`config.mk`:
```
export PLATFORM = sky130hd
export DESIGN_NAME = dm_eeprom_copy_ctrl
export DESIGN_NICKNAME = d
export VERILOG_FILES = /design/src/rtl/dm_eeprom_copy_ctrl.sv
export SDC_FILE = /design/constraint.sdc
export NUM_CORES = 1
export LEC_CHECK = 0
export BUFFER_PORTS_ARGS = -buffer_cell sky130_fd_sc_hd__buf_2
export CAP_MARGIN = 20
export CELL_PAD_IN_SITES_DETAIL_PLACEMENT = 0
export CELL_PAD_IN_SITES_GLOBAL_PLACEMENT = 2
export CORE_MARGIN = 4
export CORE_UTILIZATION = 30
export CTS_CLUSTER_DIAMETER = 50
export DETAILED_ROUTE_END_ITERATION = 10
export GPL_TIMING_DRIVEN = 0
export PLACE_DENSITY = 0.91
export RECOVER_POWER = 25
export SYNTH_ARGS = -nofsm -noshare
export SYNTH_HDL_FRONTEND = slang
export SYNTH_SLANG_ARGS = --single-unit
export TNS_END_PERCENT = 50
```
`constraint.sdc`:
```
create_clock -name clk -period 5.17 [get_ports clk]
set_clock_uncertainty 0.2 [all_clocks]
set_input_delay 0.2585 -clock clk [delete_from_list [all_inputs] [get_ports clk]]
set_output_delay 0.2585 -clock clk [all_outputs]
set_load 0.02 [all_outputs]
```
`src/rtl/dm_eeprom_copy_ctrl.sv`:
```
// Copies a byte string from the shared 64x32 data memory into an I2C EEPROM
// using page writes, driving a command-level I2C byte master via valid/ready.
module dm_eeprom_copy_ctrl #(
  parameter int unsigned PAGE_BYTES = 16,
  parameter int unsigned WR_WAIT    = 5000,
  parameter logic [6:0]  DEV_ADDR   = 7'h50
) (
  input  logic        clk,
  input  logic        rst,
  input  logic        go,
  input  logic [31:0] src_addr,
  input  logic [15:0] ee_addr,
  input  logic [8:0]  byte_cnt,
  input  logic        cpu_req,
  input  logic        cpu_write,
  input  logic [31:0] cpu_addr,
  input  logic [31:0] cpu_din,
  output logic [31:0] dm_addr,
  output logic [31:0] dm_din,
  output logic        dm_write,
  input  logic [31:0] dm_out,
  output logic        i2c_valid,
  output logic [1:0]  i2c_cmd,
  output logic [7:0]  i2c_data,
  input  logic        i2c_ready,
  input  logic        i2c_nack,
  output logic        busy,
  output logic        done,
  output logic        err
);

  localparam int unsigned PB_W = $clog2(PAGE_BYTES);

  localparam logic [1:0] CMD_START = 2'b01;
  localparam logic [1:0] CMD_DATA  = 2'b10;
  localparam logic [1:0] CMD_STOP  = 2'b11;

  typedef enum logic [3:0] {
    S_IDLE, S_FETCH, S_START, S_AHI, S_ALO, S_DATA, S_STOP, S_WAIT, S_FIN
  } state_t;

  state_t      state_q, state_d;
  logic [31:0] fetch_addr_q, fetch_addr_d;
  logic [15:0] cur_ee_q, cur_ee_d;
  logic [8:0]  rem_q, rem_d;
  logic [1:0]  off_q, off_d;
  logic [31:0] buf_q, buf_d;
  logic [31:0] wait_q, wait_d;
  logic        err_q, err_d;
  logic        open_q, open_d;
  logic        nacked_q, nacked_d;

  logic        hs;
  logic [15:0] ee_inc;
  logic [8:0]  rem_dec;
  logic [1:0]  off_inc;
  logic [7:0]  buf_byte;

  // CPU always wins the shared memory port; the controller only ever reads.
  assign dm_addr  = cpu_req ? cpu_addr : fetch_addr_q;
  assign dm_din   = cpu_din;
  assign dm_write = cpu_req & cpu_write;

  assign i2c_valid = (state_q == S_START) || (state_q == S_AHI) ||
                     (state_q == S_ALO)   || (state_q == S_DATA) ||
                     (state_q == S_STOP);
  assign hs        = i2c_valid & i2c_ready;
  assign busy      = (state_q != S_IDLE) && (state_q != S_FIN);
  assign done      = (state_q == S_FIN);
  assign err       = err_q;

  assign ee_inc  = cur_ee_q + 16'd1;
  assign rem_dec = rem_q - 9'd1;
  assign off_inc = off_q + 2'd1;

  always_comb begin
    buf_byte = buf_q[31:24];
    case (off_q)
      2'd0: buf_byte = buf_q[31:24];
      2'd1: buf_byte = buf_q[23:16];
      2'd2: buf_byte = buf_q[15:8];
      2'd3: buf_byte = buf_q[7:0];
      default: buf_byte = buf_q[31:24];
    endcase
  end

  always_comb begin
    state_d      = state_q;
    fetch_addr_d = fetch_addr_q;
    cur_ee_d     = cur_ee_q;
    rem_d        = rem_q;
    off_d        = off_q;
    buf_d        = buf_q;
    wait_d       = wait_q;
    err_d        = err_q;
    open_d       = open_q;
    nacked_d     = nacked_q;
    i2c_cmd      = 2'b00;
    i2c_data     = 8'h00;

    case (state_q)
      S_IDLE: begin
        if (go) begin
          fetch_addr_d = src_addr;
          cur_ee_d     = ee_addr;
          rem_d        = byte_cnt;
          off_d        = 2'd0;
          err_d        = 1'b0;
          open_d       = 1'b0;
          nacked_d     = 1'b0;
          state_d      = (byte_cnt == 9'd0) ? S_FIN : S_FETCH;
        end
      end

      S_FETCH: begin
        if (!cpu_req) begin
          buf_d        = dm_out;
          fetch_addr_d = {fetch_addr_q[31:8], fetch_addr_q[7:0] + 8'd4};
          state_d      = open_q ? S_DATA : S_START;
        end
      end

      S_START: begin
        i2c_cmd  = CMD_START;
        i2c_data = {DEV_ADDR, 1'b0};
        if (hs) begin
          open_d = 1'b1;
          if (i2c_nack) begin
            err_d    = 1'b1;
            nacked_d = 1'b1;
            state_d  = S_STOP;
          end else begin
            state_d  = S_AHI;
          end
        end
      end

      S_AHI: begin
        i2c_cmd  = CMD_DATA;
        i2c_data = cur_ee_q[15:8];
        if (hs) begin
          if (i2c_nack) begin
            err_d    = 1'b1;
            nacked_d = 1'b1;
            state_d  = S_STOP;
          end else begin
            state_d  = S_ALO;
          end
        end
      end

      S_ALO: begin
        i2c_cmd  = CMD_DATA;
        i2c_data = cur_ee_q[7:0];
        if (hs) begin
          if (i2c_nack) begin
            err_d    = 1'b1;
            nacked_d = 1'b1;
            state_d  = S_STOP;
          end else begin
            state_d  = S_DATA;
          end
        end
      end

      S_DATA: begin
        i2c_cmd  = CMD_DATA;
        i2c_data = buf_byte;
        if (hs) begin
          if (i2c_nack) begin
            err_d    = 1'b1;
            nacked_d = 1'b1;
            state_d  = S_STOP;
          end else begin
            cur_ee_d = ee_inc;
            rem_d    = rem_dec;
            off_d    = off_inc;
            // Closing the page takes precedence over refilling the buffer.
            if ((rem_dec == 9'd0) || (ee_inc[PB_W-1:0] == '0)) begin
              state_d = S_STOP;
            end else if (off_inc == 2'd0) begin
              state_d = S_FETCH;
            end
          end
        end
      end

      S_STOP: begin
        i2c_cmd = CMD_STOP;
        if (hs) begin
          open_d = 1'b0;
          if (nacked_q) begin
            state_d = S_FIN;
          end else begin
            wait_d  = WR_WAIT;
            state_d = S_WAIT;
          end
        end
      end

      S_WAIT: begin
        if (wait_q != '0) begin
          wait_d = wait_q - 32'd1;
        end else if (rem_q == 9'd0) begin
          state_d = S_FIN;
        end else if (off_q == 2'd0) begin
          state_d = S_FETCH;
        end else begin
          state_d = S_START;
        end
      end

      S_FIN: begin
        state_d = S_IDLE;
      end

      default: begin
        state_d = S_IDLE;
      end
    endcase
  end

  always_ff @(posedge clk) begin
    if (rst) begin
      state_q      <= S_IDLE;
      fetch_addr_q <= '0;
      cur_ee_q     <= '0;
      rem_q        <= '0;
      off_q        <= '0;
      buf_q        <= '0;
      wait_q       <= '0;
      err_q        <= 1'b0;
      open_q       <= 1'b0;
      nacked_q     <= 1'b0;
    end else begin
      state_q      <= state_d;
      fetch_addr_q <= fetch_addr_d;
      cur_ee_q     <= cur_ee_d;
      rem_q        <= rem_d;
      off_q        <= off_d;
      buf_q        <= buf_d;
      wait_q       <= wait_d;
      err_q        <= err_d;
      open_q       <= open_d;
      nacked_q     <= nacked_d;
    end
  end

endmodule

```
==> metrics.md, run 1 <==
| Metric | Value |
|---|---|
| Main combinational cell family by area after synthesis | simple AND/OR/NAND/NOR gates |
| Fraction of power consumed by the clock network | 28.4% |
| Area share of the largest cell type after synthesis | 35.6% |
| Synth-to-Final Area Change | 36.8% |
| Number of gates given a new drive strength after cts | 0 |
| Critical path data required time | 5.26 ns |
| Cell Area, Synth | 0.00726 mm² |
| HPWL after detailed placement | 19.1 mm |
| Transition time at the pin with the least slew margin | 0.977 ns |
| Switching power as a share of total power | 42.0% |
| Fraction of final layout cells with drive strength greater than 1 | 21.7% |
| Fraction of synthesis flops using an asynchronous set or reset pin | 0% |
| # rows | 56 |
| Antenna violations before repair | 0 |
| TritonCTS Sinks | 129 |
| Full die area | 0.0268 mm² |
| Ys Warns | 0 |
| Final WL | 25.6 mm |
| Average via count per standard cell | 5.07 |
| Total of endpoints with negative setup slack in the final report | 0 |
| Xor and xnor fraction of the mapped netlist area | 2.05% |
| Series of cell instances along the critical path | clkbuf_1 > nor4bb_1 > nand3b_1 > nand2_1 > clkbuf_1 > o21ai_0 > a21oi_1 > nor2_1 |
| Most used cell along the critical path | sky130_fd_sc_hd__clkbuf_1 |
| Critical path origin | state_q[2] |
| Peak per-stage delay on the critical path | 0.75 ns |
| Number of buffers on the longest clock path | 2 |
| # nets final | 1415 |
| Type of origin of the critical path | register |
| Number of buffer and inverter stages on the critical path | 2 |
| Fin crit share | 63.3% |
| Crit path arrival time | 3.36 ns |
| Area after DPL | 0.00868 mm² |
| Fin Setup TNS | 0 ns |
| Area contributors post-synth | sky130_fd_sc_hd__dfxtp_1 36%, sky130_fd_sc_hd__a21oi_1 8.8%, sky130_fd_sc_hd__nand2_1 7.2%, sky130_fd_sc_hd__nor2_1 5.1%, sky130_fd_sc_hd__mux2_2 5.0% |
| Port Buf Inserts | 204 |
| Final critical-path required period | 3.28 ns |
| Length of the first detailed-routing pass in iterations | 7 |
| CP Max Fanout | 10 |
| Relative contribution of combinational cells to total power | 41.5% |
| Filler Cells Inserted | 2504 |
| Antenna cell count | 0 |
| Number of hold violations in the final report | 0 |
| Max cap viols | 0 |
| Placement Setup Slack | 2.04 ns |
| HP Start | ee_addr[12] |
| Cell family with the largest share of critical-path delay | simple AND/OR/NAND/NOR gates |
| Largest net degree at the start of global routing | 17 |
| Power per cell area | 440 mW/mm² |
| Syn avg cell area | 7.65 µm² |
| Global-route total usage across every layer | 19.0% |
| Worst hold-check slack | 0.00673 ns |
| First DRT Iteration DRCs | 530 |
| Class of the most critical setup path | reg -> reg |
| Number of buffers inserted to repair setup after CTS | 0 |
| Buffer type at the clock tree root | sky130_fd_sc_hd__clkbuf_16 |
| Slowest library cell on the worst path | sky130_fd_sc_hd__nor4bb_1 |
| Width of the chip | 164 µm |
| Global-route wire length before repair | 40.6 mm |
| Final worst slack | 1.89 ns |
| Setup repair after global routing missed its margin | false |
| Worst max-slew margin expressed relative to the limit | 34.4% |
| Count of cell types in the netlist | 67 |
| Portion of netlist area occupied by mux cells | 5.37% |
| Die Height | 164 µm |
| Leading cell types in the layout, fill and taps excluded | 155 x sky130_fd_sc_hd__buf_2, 139 x sky130_fd_sc_hd__nand2_1, 129 x sky130_fd_sc_hd__dfxtp_1 |
| Reg2reg start | state_q[2] |
| Relative contribution of sequential cells to total power | 30.1% |
| CTS HTree Levels | 4 |
| Clock tree from TritonCTS | built |
| Synthesized-area fraction occupied by adder cells | 1.89% |
| Switching power summed over all nets | 1840 µW |
| Top-level I/O count | 239 |
| Worst ir drop on vdd | 0.220 mV |
| Clock-pin slew on the worst setup and hold paths | 0.06 ns |
| Antenna Nets Post-Route | 0 |
| Total of flip-flops plus latches after synthesis | 129 |
| Post-detailed-route wirelength per cell | 16.3 µm |
| Synthesized Nets | 1120 |
| Clock latency at the later pin of the worst-skew pair | 0.43 ns |
| Simple-gate area share of the yosys netlist | 24.9% |
| Synth Area in Compound Gates | 22.4% |
| Area of the core | 0.0236 mm² |
| Tightest Hold Check Type | in -> reg |
| Final GP Congestion | 0.845 |
| Endpoint class of the critical path | register |
| Post-synthesis cell count | 949 |
| Number of enable flip-flop cells after synthesis | 0 |
| Internal power | 2540 µW |
| Finished Cell Area | 0.00994 mm² |
| Congestion Overflow GR | 0 |
| Starting density of the core | 30.8% |
| Result of the run | finished clean |
| Final Core Density | 42.1% |
| CTS buffer count | 17 |
| Most frequent standard cell in the layout excluding fill and tap cells | sky130_fd_sc_hd__buf_2 |
| Main flop type after synthesis | sky130_fd_sc_hd__dfxtp_1 |
| Post-route DRC | 0 |
| Cell accounting for the most synthesized area | sky130_fd_sc_hd__dfxtp_1 |
| Highest clock rate | 305 MHz |
| Max Transition Viols Final | 0 |
| Total number of vias | 7989 |
| Vias in the first global route | 7555 |
| Leakage | 0.00388 µW |
| Fraction of the yosys area taken by sequential cells | 35.6% |
per-layer routing:
layer | vias up | global-route usage, % | wire length [µm]
li1 | 3976 | - | -
met1 | 3697 | 25.8 | 11700
met2 | 297 | 30.6 | 11700
met3 | 19 | 4.21 | 1930
met4 | 0 | 4.50 | 282
met5 | - | 0 | 0
power groups by stage:
stage	clock network [µW]	logic [µW]	registers, µW
after CTS	1270	1820	1310
after floorplan	0	1270	1280
after global routing	1300	2030	1340
final	1240	1820	1320
after detailed placement	0	1770	1330
after global placement	0	1770	1330
worst paths after layout:
path	to	slack, ns	cells past startpoint
worst max register to register	cur_ee_q[2]	1.89	8
worst min register to register	fetch_addr_q[14]	0.25	2
worst min-delay path	cur_ee_q[12]	0.007	5
worst max-delay path	cur_ee_q[2]	1.89	8
state kept, by name (all words and copies together), names as in the netlist:
signal	count
open_q	1
wait_q	32
nacked_q	1
rem_q	9
off_q	2
fetch_addr_q	32
state_q	4
cur_ee_q	16
buf_q	32
cell usage after synthesis (4+ instances only):
cell type                   number
sky130_fd_sc_hd__nand2_1       139
sky130_fd_sc_hd__dfxtp_1       129
sky130_fd_sc_hd__a21oi_1       127
sky130_fd_sc_hd__nor2_1         99
sky130_fd_sc_hd__clkbuf_1       60
sky130_fd_sc_hd__nand3_1        43
sky130_fd_sc_hd__buf_4          32
sky130_fd_sc_hd__mux2_2         32
sky130_fd_sc_hd__nor3_1         26
sky130_fd_sc_hd__o21ai_0        20
sky130_fd_sc_hd__a211oi_1       15
sky130_fd_sc_hd__xnor2_1        15
sky130_fd_sc_hd__nor4_1         14
sky130_fd_sc_hd__inv_1          13
sky130_fd_sc_hd__o22ai_1        12
sky130_fd_sc_hd__o31ai_1        12
sky130_fd_sc_hd__ha_1           11
sky130_fd_sc_hd__or3_1          10
sky130_fd_sc_hd__a22oi_1         9
sky130_fd_sc_hd__a222oi_1        8
sky130_fd_sc_hd__a31oi_1         8
sky130_fd_sc_hd__and3_1          8
sky130_fd_sc_hd__or4_1           8
sky130_fd_sc_hd__a21oi_2         7
sky130_fd_sc_hd__buf_1           6
sky130_fd_sc_hd__nor3b_1         6
sky130_fd_sc_hd__a2111oi_0       5
sky130_fd_sc_hd__nand2b_1        4
sky130_fd_sc_hd__nand4_1         4
tightest hold or removal path, stage by stage:
cell and delay (ns):
sky130_fd_sc_hd__buf_2 0.07, sky130_fd_sc_hd__nand2_1 0.06, sky130_fd_sc_hd__o31ai_1 0.07, sky130_fd_sc_hd__a2bb2oi_1 0.06, sky130_fd_sc_hd__nor2_1 0.08
layout make-up:
cell class / instances / area (µm²) / share of cell area (%)
buffer: 101 / 515 / 5.19
clock buffer: 18 / 429 / 4.32
clock inverter: 14 / 165 / 1.66
inverter: 13 / 48.8 / 0.491
multi-input combinational: 706 / 4120 / 41.4
sequential: 129 / 2580 / 26.0
tap: 319 / 399 / 4.02
timing repair buffer: 276 / 1680 / 16.9
stage by stage:
step,power (µW),cells
after detailed placement,3100,1472
after global routing,4670,1576
final,4370,1576
after CTS,4400,1576
after global placement,3100,1472
after floorplan,2550,949
what timing repair did:
item / in CTS / in global routing
hold buffers: 72 / 0
setup endpoints to repair: 0 / 0
hold endpoints to repair: 72 / 0
cell families after synthesis:
family	after synthesis
xor+xnor	17
compound gates	258
fa+ha+maj	11
flops	129
buf+inv	114
simple gates	385
mux	35
(Power assumes the default switching activity.)
==> inputs of run 2 (changes only) <==
--- a/config.mk
+++ b/config.mk
@@ -10,11 +10,11 @@
 export CELL_PAD_IN_SITES_DETAIL_PLACEMENT = 0
 export CELL_PAD_IN_SITES_GLOBAL_PLACEMENT = 2
 export CORE_MARGIN = 4
-export CORE_UTILIZATION = 30
+export CORE_UTILIZATION = 25
 export CTS_CLUSTER_DIAMETER = 50
 export DETAILED_ROUTE_END_ITERATION = 10
 export GPL_TIMING_DRIVEN = 0
-export PLACE_DENSITY = 0.91
+export PLACE_DENSITY = 0.82
 export RECOVER_POWER = 25
 export SYNTH_ARGS = -nofsm -noshare
 export SYNTH_HDL_FRONTEND = slang
==> constraint.sdc (replaced) <==
create_clock -name clk -period 3 [get_ports clk]
set_clock_uncertainty 0.2 [all_clocks]
set_input_delay 0.15 -clock clk [delete_from_list [all_inputs] [get_ports clk]]
set_output_delay 0.15 -clock clk [all_outputs]
set_load 0.02 [all_outputs]
==> run 2 against run 1 <==
First-iteration DRC count decreased by 20%. Count of clock-buffer cells in the layout increased by 1. Non-clock buffer count increased by 18. Sequential power increased by 73%. Combinational power increased by 75%. Design area increased by 2.6%. Register-to-register slack got worse by 1.7 ns. Critical path type is now reg -> out.
==> metrics.md, run 2 (synthesis results as in run 1) <==
| Metric | Value |
|---|---|
| Leading cell types in the layout, fill and taps excluded | 156 x sky130_fd_sc_hd__buf_2, 139 x sky130_fd_sc_hd__nand2_1, 129 x sky130_fd_sc_hd__dfxtp_1 |
| Finished Cell Area | 0.0102 mm² |
| Worst max-slew margin expressed relative to the limit | 51.3% |
| Antenna cell count | 0 |
| Post-detailed-route wirelength per cell | 16.1 µm |
| Reg2reg setup slack | 0.19 ns |
| Class of the most critical setup path | reg -> out |
| Fin crit share | 96.4% |
| Power per cell area | 728 mW/mm² |
| Fraction of final layout cells with drive strength greater than 1 | 22.4% |
| Critical path origin | state_q[2] |
| Area of the core | 0.0287 mm² |
| Leakage | 0.00395 µW |
| Final WL | 26.7 mm |
| Type of origin of the critical path | register |
| First DRT Iteration DRCs | 425 |
| Highest clock rate | 346 MHz |
| Endpoint class of the critical path | output port |
| Filler Cells Inserted | 3150 |
| Reg2reg start | wait_q[11] |
| Total of endpoints with negative setup slack in the final report | 0 |
| Max Transition Viols Final | 0 |
| HPWL after detailed placement | 19.8 mm |
| Vias in the first global route | 7762 |
| Most used cell along the critical path | sky130_fd_sc_hd__clkbuf_1 |
| Transition time at the pin with the least slew margin | 0.730 ns |
| Most frequent standard cell in the layout excluding fill and tap cells | sky130_fd_sc_hd__buf_2 |
| Critical path capture point | i2c_data[6] |
| Die Height | 178 µm |
| Slowest library cell on the worst path | sky130_fd_sc_hd__clkbuf_1 |
| Final critical-path required period | 2.89 ns |
| Area after DPL | 0.00876 mm² |
| Total number of vias | 7967 |
| Synth-to-Final Area Change | 40.3% |
| Registers with the most flip-flops | buf_q: 32 flops, fetch_addr_q: 32 flops, wait_q: 32 flops |
| Antenna violations before repair | 0 |
| Full die area | 0.0318 mm² |
| Global-route total usage across every layer | 16.6% |
| Cell count after placement | 1537 |
| Number of buffers on the longest clock path | 2 |
| Global-route wire length before repair | 42.1 mm |
| Antenna Nets Post-Route | 0 |
| Final GP Congestion | 0.845 |
| Clock-pin slew on the worst setup and hold paths | 0.06 ns |
| CP Max Fanout | 10 |
| Number of hold violations in the final report | 0 |
| Tightest Hold Check Type | in -> reg |
| Capture instance of the worst register-to-register path | wait_q[21] |
| # rows | 62 |
| Non-filler instance count after layout | 1659 |
| Clock tree from TritonCTS | built |
| Max cap viols | 0 |
| Congestion Overflow GR | 0 |
| Series of cell instances along the critical path | clkbuf_1 > clkbuf_1 > nand2b_1 > nor2_2 > a22oi_1 > o22ai_1 > buf_2 |
| Largest net degree at the start of global routing | 17 |
| Depth of the worst register-to-register path | 8 |
| Setup repair after global routing missed its margin | false |
| Starting density of the core | 25.3% |
| TritonCTS Sinks | 129 |
| Top-level I/O count | 239 |
| Length of the first detailed-routing pass in iterations | 7 |
| Peak per-stage delay on the critical path | 0.44 ns |
| Critical path data required time | 2.65 ns |
| Average via count per standard cell | 4.80 |
| # nets final | 1433 |
| Worst ir drop on vdd | 0.334 mV |
| CTS buffer count | 17 |
| Port Buf Inserts | 204 |
| Number of buffers inserted to repair setup after CTS | 0 |
| Clock latency at the later pin of the worst-skew pair | 0.43 ns |
| Result of the run | finished clean |
| Buffer type at the clock tree root | sky130_fd_sc_hd__clkbuf_16 |
| Width of the chip | 178 µm |
| Post-route DRC | 0 |
| Crit path arrival time | 2.54 ns |
| CTS HTree Levels | 4 |
==> run 2: changes by cell type in the layout (fill, tap and decap cells not counted), sizes merged <==
| cell | change |
|---|---|
| dlygate4sd3 | +18 |
| inv | -4 |
| clkinv | +3 |
| bufinv | -2 |
| clkinvlp | +2 |
| clkbuf | +1 |
==> run 2: layer usage <==
layer / part of all wire [%] / up-vias / global-route usage (%)
met5: 0 / - / 0
met4: 1.9 / 0 / 4.99
met3: 5.2 / 30 / 2.73
met2: 47 / 236 / 27.2
met1: 46 / 3685 / 22.4
li1: - / 4016 / -
==> run 2: worst min-delay path by stage <==
| stage | from | end | slack (ns) | depth (start not counted) |
|---|---|---|---|---|
| floorplan | src_addr[0] | fetch_addr_q[0] | 0.09 | 2 |
| global placement | src_addr[1] | fetch_addr_q[1] | 0.19 | 3 |
| detailed placement | dm_out[1] | buf_q[1] | 0.20 | 3 |
| CTS | byte_cnt[8] | rem_q[8] | 0.02 | 5 |
| global route | byte_cnt[8] | rem_q[8] | 0.11 | 5 |
| finish | rst | wait_q[4] | 0.04 | 3 |
==> run 2: critical path: cells and delay by family, from the launching register on <==
family	cells	cell delay (ns)
AO/OA/AOI/OAI	2	0.39
AND/OR/NAND/NOR	2	0.49
flip-flops	1	0.30
buffers and inverters	3	0.94
==> run 2: what timing repair did <==
| item | CTS | global route |
|---|---|---|
| gates resized for setup | 4 | 15 |
| hold buffers | 90 | 0 |
| hold endpoints to repair | 90 | 0 |
| endpoints found under the setup margin | 35 | 34 |
| pin swaps | 0 | 1 |
==> run 2: final cells by class <==
class                   count  area, µm²  area share (%)
plain buffers             101        524            5.14
clock buffers              19        443            4.35
clock inverters            13        103            1.01
inverters                  13       48.8           0.479
multi-input cells         706       4150            40.7
flip-flops and latches    129       2580            25.3
well taps                 384        480            4.71
repair buffers            294       1860            18.3
==> run 2: power breakdown <==
group / internal [µW] / leakage (µW) / switching, µW / total, µW
clock network: 1090 / 0.000261 / 861 / 1950
logic: 1160 / 0.00264 / 2030 / 3190
registers: 2000 / 0.00105 / 276 / 2280
==> run 2: stage by stage <==
stage	hold slack, ns	utilization [%]	power, µW	setup TNS (ns)	setup WS [ns]
floorplan	0.0860	-	4400	0	0.433
global placement	0.191	30.5	5370	-6.28	-0.310
detailed placement	0.200	30.5	5380	-6.13	-0.304
CTS	0.0181	35.6	7470	-0.00140	-0.00140
global route	0.106	35.5	7900	0	0.0114
finish	0.0442	35.5	7420	0	0.107
